==> src/rtl/neuron_mac.sv <==
// neuron_mac: single-neuron multiply-accumulate stage.
//
// Accepts a stream of NUM_INPUTS (activation, weight) pairs for one neuron.
// It accumulates their full-precision products and adds the neuron's bias.
// It then rescales the sum back to the operand Q format, applies ReLU with
// positive saturation, and emits one output per inference.
//
// Ports
//   clk_i          rising-edge clock
//   rst_ni         synchronous active-low reset
//   start_i        begin a new inference (honoured only while idle)
//   in_valid_i     in_data_i / in_weight_i valid this cycle
//   in_ready_o     pair is accepted this cycle when in_valid_i is also high
//   in_data_i      signed activation (Q format, FRAC_BITS fractional bits)
//   in_weight_i    signed weight (same Q format)
//   weight_addr_o  index of the next pair expected (weight memory address)
//   bias_in_i      signed bias, held constant for the whole inference
//   busy_o         high whenever an inference is in progress
//   out_valid_o    one-cycle pulse qualifying out_data_o
//   out_data_o     ReLU'd, saturated result; held until the next out_valid_o

module neuron_mac #(
  parameter int DATA_WIDTH = 16,
  parameter int FRAC_BITS  = 8,
  parameter int NUM_INPUTS = 784,
  parameter int ACC_WIDTH  = 40,
  parameter int CNT_WIDTH  = 10
) (
  input  logic                  clk_i,
  input  logic                  rst_ni,
  input  logic                  start_i,
  input  logic                  in_valid_i,
  output logic                  in_ready_o,
  input  logic [DATA_WIDTH-1:0] in_data_i,
  input  logic [DATA_WIDTH-1:0] in_weight_i,
  output logic [CNT_WIDTH-1:0]  weight_addr_o,
  input  logic [DATA_WIDTH-1:0] bias_in_i,
  output logic                  busy_o,
  output logic                  out_valid_o,
  output logic [DATA_WIDTH-1:0] out_data_o
);

  typedef enum logic [1:0] {
    IDLE  = 2'd0,
    ACCUM = 2'd1,
    BIAS  = 2'd2,
    ACT   = 2'd3
  } state_e;

  localparam logic [CNT_WIDTH-1:0] LAST_IDX = CNT_WIDTH'(NUM_INPUTS - 1);
  localparam logic signed [ACC_WIDTH-1:0] SAT_MAX =
    ACC_WIDTH'((2 ** (DATA_WIDTH - 1)) - 1);
  localparam logic [DATA_WIDTH-1:0] OUT_MAX = DATA_WIDTH'((2 ** (DATA_WIDTH - 1)) - 1);

  state_e                       state_q, state_d;
  logic signed [ACC_WIDTH-1:0]  acc_q, acc_d;
  logic [CNT_WIDTH-1:0]         cnt_q, cnt_d;
  logic                         out_valid_q, out_valid_d;
  logic [DATA_WIDTH-1:0]        out_data_q, out_data_d;

  logic signed [2*DATA_WIDTH-1:0] prod;
  logic signed [ACC_WIDTH-1:0]    prod_ext;
  logic signed [ACC_WIDTH-1:0]    bias_ext;
  logic signed [ACC_WIDTH-1:0]    scaled;
  logic [DATA_WIDTH-1:0]          sat_val;

  // Full-precision product keeps 2*FRAC_BITS fractional bits; the bias is
  // shifted up by FRAC_BITS so it lines up with that binary point.
  assign prod     = $signed(in_data_i) * $signed(in_weight_i);
  assign prod_ext = {{(ACC_WIDTH - 2*DATA_WIDTH){prod[2*DATA_WIDTH-1]}}, prod};
  assign bias_ext = {{(ACC_WIDTH - DATA_WIDTH - FRAC_BITS){bias_in_i[DATA_WIDTH-1]}},
                     bias_in_i, {FRAC_BITS{1'b0}}};

  // Arithmetic shift floors toward minus infinity, which is what ReLU wants:
  // any negative sum, however small, clamps to zero.
  assign scaled = acc_q >>> FRAC_BITS;

  always_comb begin
    sat_val = scaled[DATA_WIDTH-1:0];
    if (scaled < 0) begin
      sat_val = '0;
    end else if (scaled > SAT_MAX) begin
      sat_val = OUT_MAX;
    end
  end

  // State, accumulator, counter and output registers.
  always_ff @(posedge clk_i) begin
    if (!rst_ni) begin
      state_q     <= IDLE;
      acc_q       <= '0;
      cnt_q       <= '0;
      out_valid_q <= 1'b0;
      out_data_q  <= '0;
    end else begin
      state_q     <= state_d;
      acc_q       <= acc_d;
      cnt_q       <= cnt_d;
      out_valid_q <= out_valid_d;
      out_data_q  <= out_data_d;
    end
  end

  // Next-state logic. The accumulator register doubles as the biased-sum
  // register in BIAS, so ACT reads the final sum straight from acc_q.
  always_comb begin
    state_d     = state_q;
    acc_d       = acc_q;
    cnt_d       = cnt_q;
    out_valid_d = 1'b0;
    out_data_d  = out_data_q;

    unique case (state_q)
      IDLE: begin
        if (start_i) begin
          state_d = ACCUM;
          acc_d   = '0;
          cnt_d   = '0;
        end
      end

      ACCUM: begin
        if (in_valid_i) begin
          acc_d = acc_q + prod_ext;
          if (cnt_q == LAST_IDX) begin
            // Counter (and weight address) rewinds as we leave ACCUM.
            cnt_d   = '0;
            state_d = BIAS;
          end else begin
            cnt_d = cnt_q + 1'b1;
          end
        end
      end

      BIAS: begin
        acc_d   = acc_q + bias_ext;
        state_d = ACT;
      end

      ACT: begin
        out_data_d  = sat_val;
        out_valid_d = 1'b1;
        state_d     = IDLE;
      end

      default: begin
        state_d = IDLE;
      end
    endcase
  end

  assign in_ready_o    = (state_q == ACCUM);
  assign busy_o        = (state_q != IDLE);
  assign weight_addr_o = cnt_q;
  assign out_valid_o   = out_valid_q;
  assign out_data_o    = out_data_q;

endmodule

==> config.mk <==
export PLATFORM = sky130hd
export DESIGN_NAME = neuron_mac
export DESIGN_NICKNAME = d
export VERILOG_FILES = /design/src/rtl/neuron_mac.sv
export SDC_FILE = /design/constraint.sdc
export NUM_CORES = 1
export LEC_CHECK = 0
export ABC_AREA = 1
export CAP_MARGIN = 10
export CELL_PAD_IN_SITES_DETAIL_PLACEMENT = 2
export CELL_PAD_IN_SITES_GLOBAL_PLACEMENT = 2
export CORE_MARGIN = 2
export CORE_UTILIZATION = 35
export CTS_CLUSTER_DIAMETER = 30
export DETAILED_ROUTE_END_ITERATION = 8
export GPL_ROUTABILITY_DRIVEN = 0
export PLACE_DENSITY = 0.79
export SLEW_MARGIN = 40
export SYNTH_ARGS = -nofsm -noshare
export SYNTH_HDL_FRONTEND = slang
export SYNTH_SLANG_ARGS = --single-unit
==> constraint.sdc <==
create_clock -name clk_i -period 15.23 [get_ports clk_i]
set_input_delay 3.046 -clock clk_i [delete_from_list [all_inputs] [get_ports clk_i]]
set_output_delay 3.046 -clock clk_i [all_outputs]
set_load 0.01 [all_outputs]
---- Word level (Yosys, flattened, before mapping) ----
Cells that the tools add are included.
word-level totals
  bits in registers ....................... 69
  input port bits ......................... 52
  output and inout port bits .............. 29
  word-level logic and storage cells ...... 39
operators by class
  $add $sub $neg .......................... 3
  multipliers ............................. 1
  order comparisons ....................... 2
  eq/ne operators ......................... 7
  mux-type cells .......................... 14
  reductions and logical operators ........ 7
operators with widths
  cell                   number
  $pmux 40 s3            1
  $mux 40                2
  $add 40x24->40         1
  $add 40x32->40         1
  $gt 32x16->1 const B   1
  $lt 32x1->1 const B    1
  $mul 16x16->32         1
  $mux 16                2
  $mux 10                3
  $pmux 10 s2            1
  $add 10x1->10 const B  1
  $eq 10x10->1 const B   1
  $reduce_and 3->1       3
  $pmux 2 s4             1
  $mux 2                 3
  $eq 2x2->1 const B     2
  $ne 2x2->1 const B     2
  $reduce_bool 2->1      2
  $reduce_bool 3->1      1
  $eq 2x1->1 const B     1
  $logic_not 2->1        1
  $ne 2x1->1 const B     1
  $mux 1                 1

---- Depth between registers and ports, before layout ----
  depth after elaboration ................. 4
  gate-level depth with buffers ........... 32
  mapped depth without buffers ............ 30

---- Worst setup path before layout ----
No wires, ideal clock.
  path kind ............................... input to register
  from .................................... input port in_data_i[15]
  to ...................................... register acc_q[39]
  setup time .............................. 132 ps
  arrival time ............................ 8589 ps
  data required time ...................... 15098 ps
  path slack .............................. 6509 ps
  stages on the path ...................... 26
  path buffers ............................ 2
  cells stage by stage .................... buf_2 > clkbuf_1 > nand2_1 > inv_1 > fa_1 > fa_1 > inv_1 > fa_1 > fa_1 > inv_1 > fa_1 > inv_1 > fa_1 > inv_1 > ha_1 > nand2_1 > nor2_1 > nand2_1 > nor2_1 > nand3_1 > nand3_1 > nand2_1 > nand3_1 > nand2_1 > nand2_1 > a21oi_1
between the ends
  cells in the longest elaborated chain, start to end .. 4
ends and longest elaborated chain
  what                  line  RTL
  start, declared       34    input logic [DATA_WIDTH-1:0] in_data_i,
  $mul 16x16->32        69    assign prod = $signed(in_data_i) * $signed(in_weight_i);
  $add 40x32->40        124   acc_d = acc_q + prod_ext;
  $mux 40               123   if (in_valid_i) begin
  $pmux 40 s3           113   unique case (state_q)
  end signal, assigned  91    acc_q <= '0;
  end signal, assigned  97    acc_q <= acc_d;
  end, declared         56    logic signed [ACC_WIDTH-1:0] acc_q, acc_d;
Every way passes these cells. The select of a mux whose other input is x is not followed.
A chain may end at the register's enable or synchronous reset.

---- Worst setup path in the final report ----
  from .................................... input port in_weight_i[1]
  to ...................................... register acc_q[39]
between the ends
  cells in the longest elaborated chain, start to end .. 4
ends and longest elaborated chain
  what             line  RTL
  start, declared  35    input logic [DATA_WIDTH-1:0] in_weight_i,
  $mul 16x16->32   69
  $add 40x32->40   124
  $mux 40          123
  $pmux 40 s3      113
Every way passes these cells. The select of a mux whose other input is x is not followed.

==> results.md <==
- The area inside the core boundary is 52,660 um^2.
- For this run, design rule violations remaining after detail routing come to 0.
- The instance area at placement is 20,050 um^2.
- The count of nets left with antenna violations once routing finished came out at 0.
- The tree built by TritonCTS fans out to 69 sinks.
- The hold slack is 0.4535 ns.
- The clock latency on the worst-skew pair is 0.36 ns.
- The via count of the first global-routing pass is 19,870.
- The overall routing resource usage is 24.91%.
- The xor and xnor area share after synthesis is 0.9841%.
- The required time reported for the critical path endpoint is 15.45 ns.
- The initial antenna violation count is 0.
- The worst setup path is captured at a register.
- Of all nets on the critical path, the largest fanout is 16.
- The total wire length after detailed routing is 66,320 um.
- Along the worst hold path, the cell count comes to 2.
- The die width is 235.1 um.
- The multi-input logic area is 14,290 um^2.
- The die span in y is 235.1 um.
- The sort of element at the start of the critical path is an input port.
- The count of buffers added on input and output ports is 80.
- The detail-routed via count per cell is 4.941.
- The slack of the worst reg-to-reg path is 9.77 ns.
- Of the total synthesized cell area, the portion taken by full adders, half adders and majority gates is 45.63%.
- The first-iteration detailed-routing DRC count is 527.
- Counting flops and latches in the post-synthesis netlist gives 69.
- In this run, post-CTS repair resized a total of 0 instances.
- The longest clock path from root to sink contains 2 buffers.
- Entering global routing, the biggest net connects 58 pins.
- After clock tree synthesis, the flow added hold-fix buffers numbering 0.
- The post-synthesis simple-gate area fraction is 24.06%.
- The I/O pin count is 81.
- Counting the fill cells in the layout gives 6,293.
- 0 antenna diodes ended up in the layout.
- In this run the most critical hold path is launched from out_data_o[15].
- The netlist area before placement is 18,690 um^2.
- The row count is 84.
- Detailed routing inserted a total of 16,660 vias.
- The total setup violations reported at the end of the flow is 0.
- Derived from the worst setup path, the maximum achievable clock frequency is 101.0 MHz.
- The number of nets handed over by synthesis was 3,200.
- Once the floorplan was initialized, standard cells occupied 35.50% of the core.
- The netlist uses 44 different library cells.
- The min-delay analysis places its worst path in the category reg -> reg.
- Dividing the detail-routed wire length by the instance count gives 19.67 um.
- The data arrival time at the worst-slack endpoint is 10.12 ns.
- The worst hold path terminates at out_data_o[15].
- The H-tree generated during clock tree synthesis spans 3 levels.
- Buffers inserted during clock tree synthesis total 9.
- The count of pins over their slew limit is 0.
- After synthesis, flip-flops and latches occupy 7.391% of the total area.
- The area fraction in compound gates after synthesis is 5.784%.
- Setup repair after global routing left no endpoint under its margin.
- The fraction of registers with async set/reset is 0%.
- The total negative slack for setup checks is 0 ns.
- The most used flip-flop cell after synthesis is dfxtp_1.
- The number of iterations in the first detailed-routing pass is 5.
- At the end of the flow, the number of nets in the layout was 3,213.
- TritonCTS built the clock tree.
- The final-report hold violation count is 0.
- After synthesis, the largest family of logic cells by area is adder cells.
- Relative to the synthesized area, the layout overhead comes to 8.689%.
- In this run, synthesis inferred 0 flip-flops with an integrated enable.
- The average instance in the mapped netlist occupies 7.013 um^2.
- Including well taps, the total number of placed cells is 3,355.
- The post-CTS setup buffer count is 0.
- The global-route wire length before repair is 108,900 um.
- The run finished with clean final reports.
- Max-cap violations in this run came to 0.
- The worst path uses 65.03% of the clock period.
- The launching point of the worst reg2reg path is acc_q[15].
- The overall overflow remaining after global route is 0.
- The die covers 55,270 um^2.
- The minimum clock period after layout is 9.904 ns.
- The critical register-to-register path endpoint is acc_q[36].
- At the pin with the least slew margin, the transition time is 0.8462 ns.
- The worst slew slack as a fraction of its limit is 43.41%.
- The critical path class is in -> reg.
- The share of layout cells above drive strength 1 is 2.684%.
- The cell count after synthesis came out at 2,665.
- After clock tree synthesis, the clock-pin slew on the worst setup and hold paths is 0.06 ns.
- Measured against the total synthesized area, the mux share comes to 0%.
- The finished layout holds 3,371 standard cells, fillers aside.
- The cell chosen for the clock root is clkbuf_16.
- Measured in cells, the most critical reg-to-reg path has a length of 23.
- The register area is 1381 um^2.
- The estimated wirelength of the detail-placed design is 58,990 um.
- The final instance area is 20,310 um^2.
- During synthesis, Yosys emitted a total of 0 warnings.
- The worst clock skew is 0.009502 ns.
[kinds of logic (layout without fill, tap and decap cells)]
logic type | Yosys count | after routing
AOI/OAI and AO/OA | 205 | 205
xor gates and xnor gates | 21 | 21
adders and majority gates | 483 | 483
buffers and inverters | 795 | 813
DFF | 69 | 69
and+or+nand+nor | 1092 | 1092
[cell usage after synthesis, types with 9 or more instances]
cell type,count,area share [%]
o21ai_0,59,1.6
nand2_2,9,0.30
inv_1,706,14
dfxtp_1,69,7.4
nand3_1,105,2.8
ha_1,152,10
clkbuf_1,70,1.4
fa_1,331,35
o21bai_1,9,0.36
nand3b_1,10,0.40
xnor2_1,14,0.66
nor2_1,145,2.9
nand4_1,17,0.57
or2_2,10,0.33
a21oi_1,125,3.3
nand2_1,761,15
buf_2,9,0.24
[cells in the final DEF (no fill, tap or decap), types with 4 or more instances in the layout]
cell               n
buf_2              4
xor2_1             7
o21ai_0           59
clkbuf_16          9
xnor2_1           14
nand3b_1          10
inv_1            704
nand2_1          761
ha_1             152
nand4_1           17
nor2_2             6
fa_1             331
nor3_1             8
dfxtp_1           69
nor2_1           144
a21oi_1          125
clkdlybuf4s50_1   75
nor4_1             7
o21bai_1           9
nor3_2             4
or2_2             10
nand2_2            9
nand3_1          105
buf_4              6
[metal layers]
| layer | GRT usage (%) | share of wire, % | wire length [um] |
|---|---|---|---|
| met4 | 6.233 | 2.3 | 1509 |
| met3 | 1.222 | 1.6 | 1032 |
| met5 | 0 | 0 | 0 |
| met2 | 46.36 | 52 | 34440 |
| met1 | 31.40 | 44 | 29330 |
[metrics by stage]
step | util, % | worst slack, ns
floorplan | - | 6.509
global placement | 38.08 | 5.288
detailed placement | 38.08 | 4.963
CTS | 38.61 | 5.341
global route | 38.58 | 4.910
finish | 38.58 | 5.326
[registers in the layout, summed over array words and instances, names as in the netlist]
signal and cells:
out_valid_o 1, state_q 2, acc_q 40, weight_addr_o 10, out_data_o 16
[final cells by class]
type	instances	share of cell area, %
inverter	711	13.17
multi-input combinational	1801	70.36
timing repair buffer	86	4.040
tap	688	4.237
clock buffer	9	1.109
clock inverter	7	0.2833
sequential	69	6.800
[worst max path at each step]
stage / end / depth (start not counted) / slack, ns / start
after detailed placement: acc_q[39] / 25 / 4.96 / in_data_i[15]
final: acc_q[39] / 25 / 5.33 / in_weight_i[1]
after CTS: acc_q[39] / 25 / 5.34 / in_data_i[15]
after global routing: acc_q[38] / 24 / 4.91 / in_data_i[15]
after floorplan: acc_q[39] / 26 / 6.51 / in_data_i[15]
after global placement: acc_q[39] / 25 / 5.29 / in_data_i[15]
[critical path, cell delays in order]
cell	delay, ns
clkdlybuf4s50_1	0.81
nand2_1	0.44
inv_1	0.11
fa_1	0.78
fa_1	0.46
inv_1	0.35
fa_1	0.62
fa_1	0.78
inv_1	0.16
fa_1	0.51
inv_1	0.05
fa_1	0.47
inv_1	0.04
ha_1	0.35
nand2_1	0.12
nor2_1	0.21
nand2_1	0.10
nor2_1	0.14
nand3_1	0.12
nand3_1	0.11
nand2_1	0.06
nand3_1	0.08
nand2_1	0.05
nand2_1	0.06
a21oi_1	0.06
Power is left out: the tool's default activity adds up to more than one toggle a clock period on the data nets, which glitch-free logic cannot reach.
==> RTL change: new RTL, same flow settings <==
Re-encode `state_e` (4 states) as one-hot, 4 bits wide.
--- a/src/rtl/neuron_mac.sv
+++ b/src/rtl/neuron_mac.sv
@@ -40,11 +40,11 @@
   output logic [DATA_WIDTH-1:0] out_data_o
 );
 
-  typedef enum logic [1:0] {
-    IDLE  = 2'd0,
-    ACCUM = 2'd1,
-    BIAS  = 2'd2,
-    ACT   = 2'd3
+  typedef enum logic [3:0] {
+    IDLE  = 4'b0001,
+    ACCUM = 4'b0010,
+    BIAS  = 4'b0100,
+    ACT   = 4'b1000
   } state_e;
 
   localparam logic [CNT_WIDTH-1:0] LAST_IDX = CNT_WIDTH'(NUM_INPUTS - 1);
Behaviour: no difference found for any inputs over 10 cycles, from zero or initial values and one cycle with rst_ni low; not proved beyond that.
==> RTL change against the original RTL <==
- global-route usage increased by 0.68 points
- sequential share of layout area grew 0.13 points
- worst setup slack gained 0.055 ns
- design area rose by 0.94%
- wire length grew 3.5%
- utilization shrank 0.25 points
- sequential cell count rose by 2
- synthesized area up 0.78%
- critical endpoint is now acc_q[36]
- largest cell class unchanged
Power is left out: the tool's default activity adds up to more than one toggle a clock period on the data nets, which glitch-free logic cannot reach.
==> RTL change: results (changes against the original RTL) <==
status:
  status: "complete, no violations"
logic_synthesis:
  synth-seq-area-share: 0.0755  # +0.00155
  synthXorXnorAreaFrac: 0.00372  # -0.00612
  syn_avg_cell_area_um2: 6.96  # -0.82%
  ys_types: 43  # -2.3%
  synthAdderAreaFrac: 0.449  # -0.00687
  synth_area_leaders: "fa_1 (35%), inv_1 (15%), nand2_1 (15%)"
  syn_nets: 3238  # +1.2%
  synth-compound-area-share: 0.0655  # +0.00765
  synth_commonest_cells: "inv_1 (746), nand2_1 (730), fa_1 (331)"
  synth-seq-cells: 71  # +2.9%
timing:
  fin_skew_ns: 0.0128  # +0.00333 ns
  min_period_ns: 9.85  # -0.0548 ns
  worstMarginPinSlew_ns: 0.868  # +0.0222 ns
  hold_ws_ns: 0.452  # -0.000988 ns
die:
  die_w_um: 236  # +0.38%
  chipHeight_um: 236  # +0.38%
global_routing:
  grt_pass1_vias: 20100  # +1.1%
  antenna_found_initial: 1  # +1
  grt_max_degree: 56  # -3.4%
  grt_pass1_wl_um: 111000  # +2.2%
  grt_usage: 0.256  # +0.00681
cells_and_area:
  diodes: 1  # +1
  nNonClkBuffers: 87  # +1.2%
  drive_gt1_frac: 0.0213  # -0.00555
  buffer_area_frac: 0.0414  # +0.000968
  nNonClkInverters: 754  # +6.0%
  finalInstanceArea_um2: 20500  # +0.94%
  fin_nets: 3251  # +1.2%
  regArea_um2: 1420  # +2.9%
  clkCellAreaFrac: 0.0156  # +0.00164
  multi_input_gates: 1798  # -0.17%
placement:
  dp.cells: 3406  # +1.5%
  placed_cell_area_um2: 20200  # +0.69%
  dpl.hpwl_um: 61200  # +3.7%
  place_ws_ns: 5.04  # +0.0758 ns
setup_path:
  cpPeakStageDelay_ns: 0.92  # +0.11 ns
  r2r_slack_ns: 9.83  # +0.06 ns
  crit_path_start: "in_data_i[15]"
detailed_routing:
  via_per_inst: 4.97  # +0.55%
  first_iter_violations: 473  # -10%
  vias: 17000  # +2.1%
  wl_per_cell_um: 20.1  # +1.9%
  dr.pass1.iters: 4  # -1
cts:
  cts.clk_slew.worst_paths_ns: 0.06  # about the same
==> RTL change: changes by cell type in the layout (fill, tap and decap cells not counted), moves of 4 or more <==
cell	delta
nand3_1	+4
o21bai_1	+6
inv_2	+6
a31oi_1	+7
nor2_1	+24
nor3_1	+9
nand2_1	-31
clkdlybuf4s50_1	+4
inv_1	+41
nor2_2	-4
nand2_2	-7
xnor2_1	-10
o21ai_0	+13
ha_1	-5
==> RTL change: final timing paths <==
check,endpoint,cells after the start
worst min-delay path,out_data_o[15],2
worst max register to register,acc_q[37],21
worst min register to register,out_data_o[15],2
worst max-delay path,acc_q[36],22
==> RTL change: per-layer routing <==
| layer | global-route usage | vias up | part of all wire |
|---|---|---|---|
| met5 | 0 | - | 0 |
| met4 | 0.0679 | 0 | 0.024 |
| met3 | 0.0186 | 91 | 0.020 |
| met2 | 0.481 | 182 | 0.53 |
| met1 | 0.314 | 8782 | 0.43 |
| li1 | - | 7946 | - |
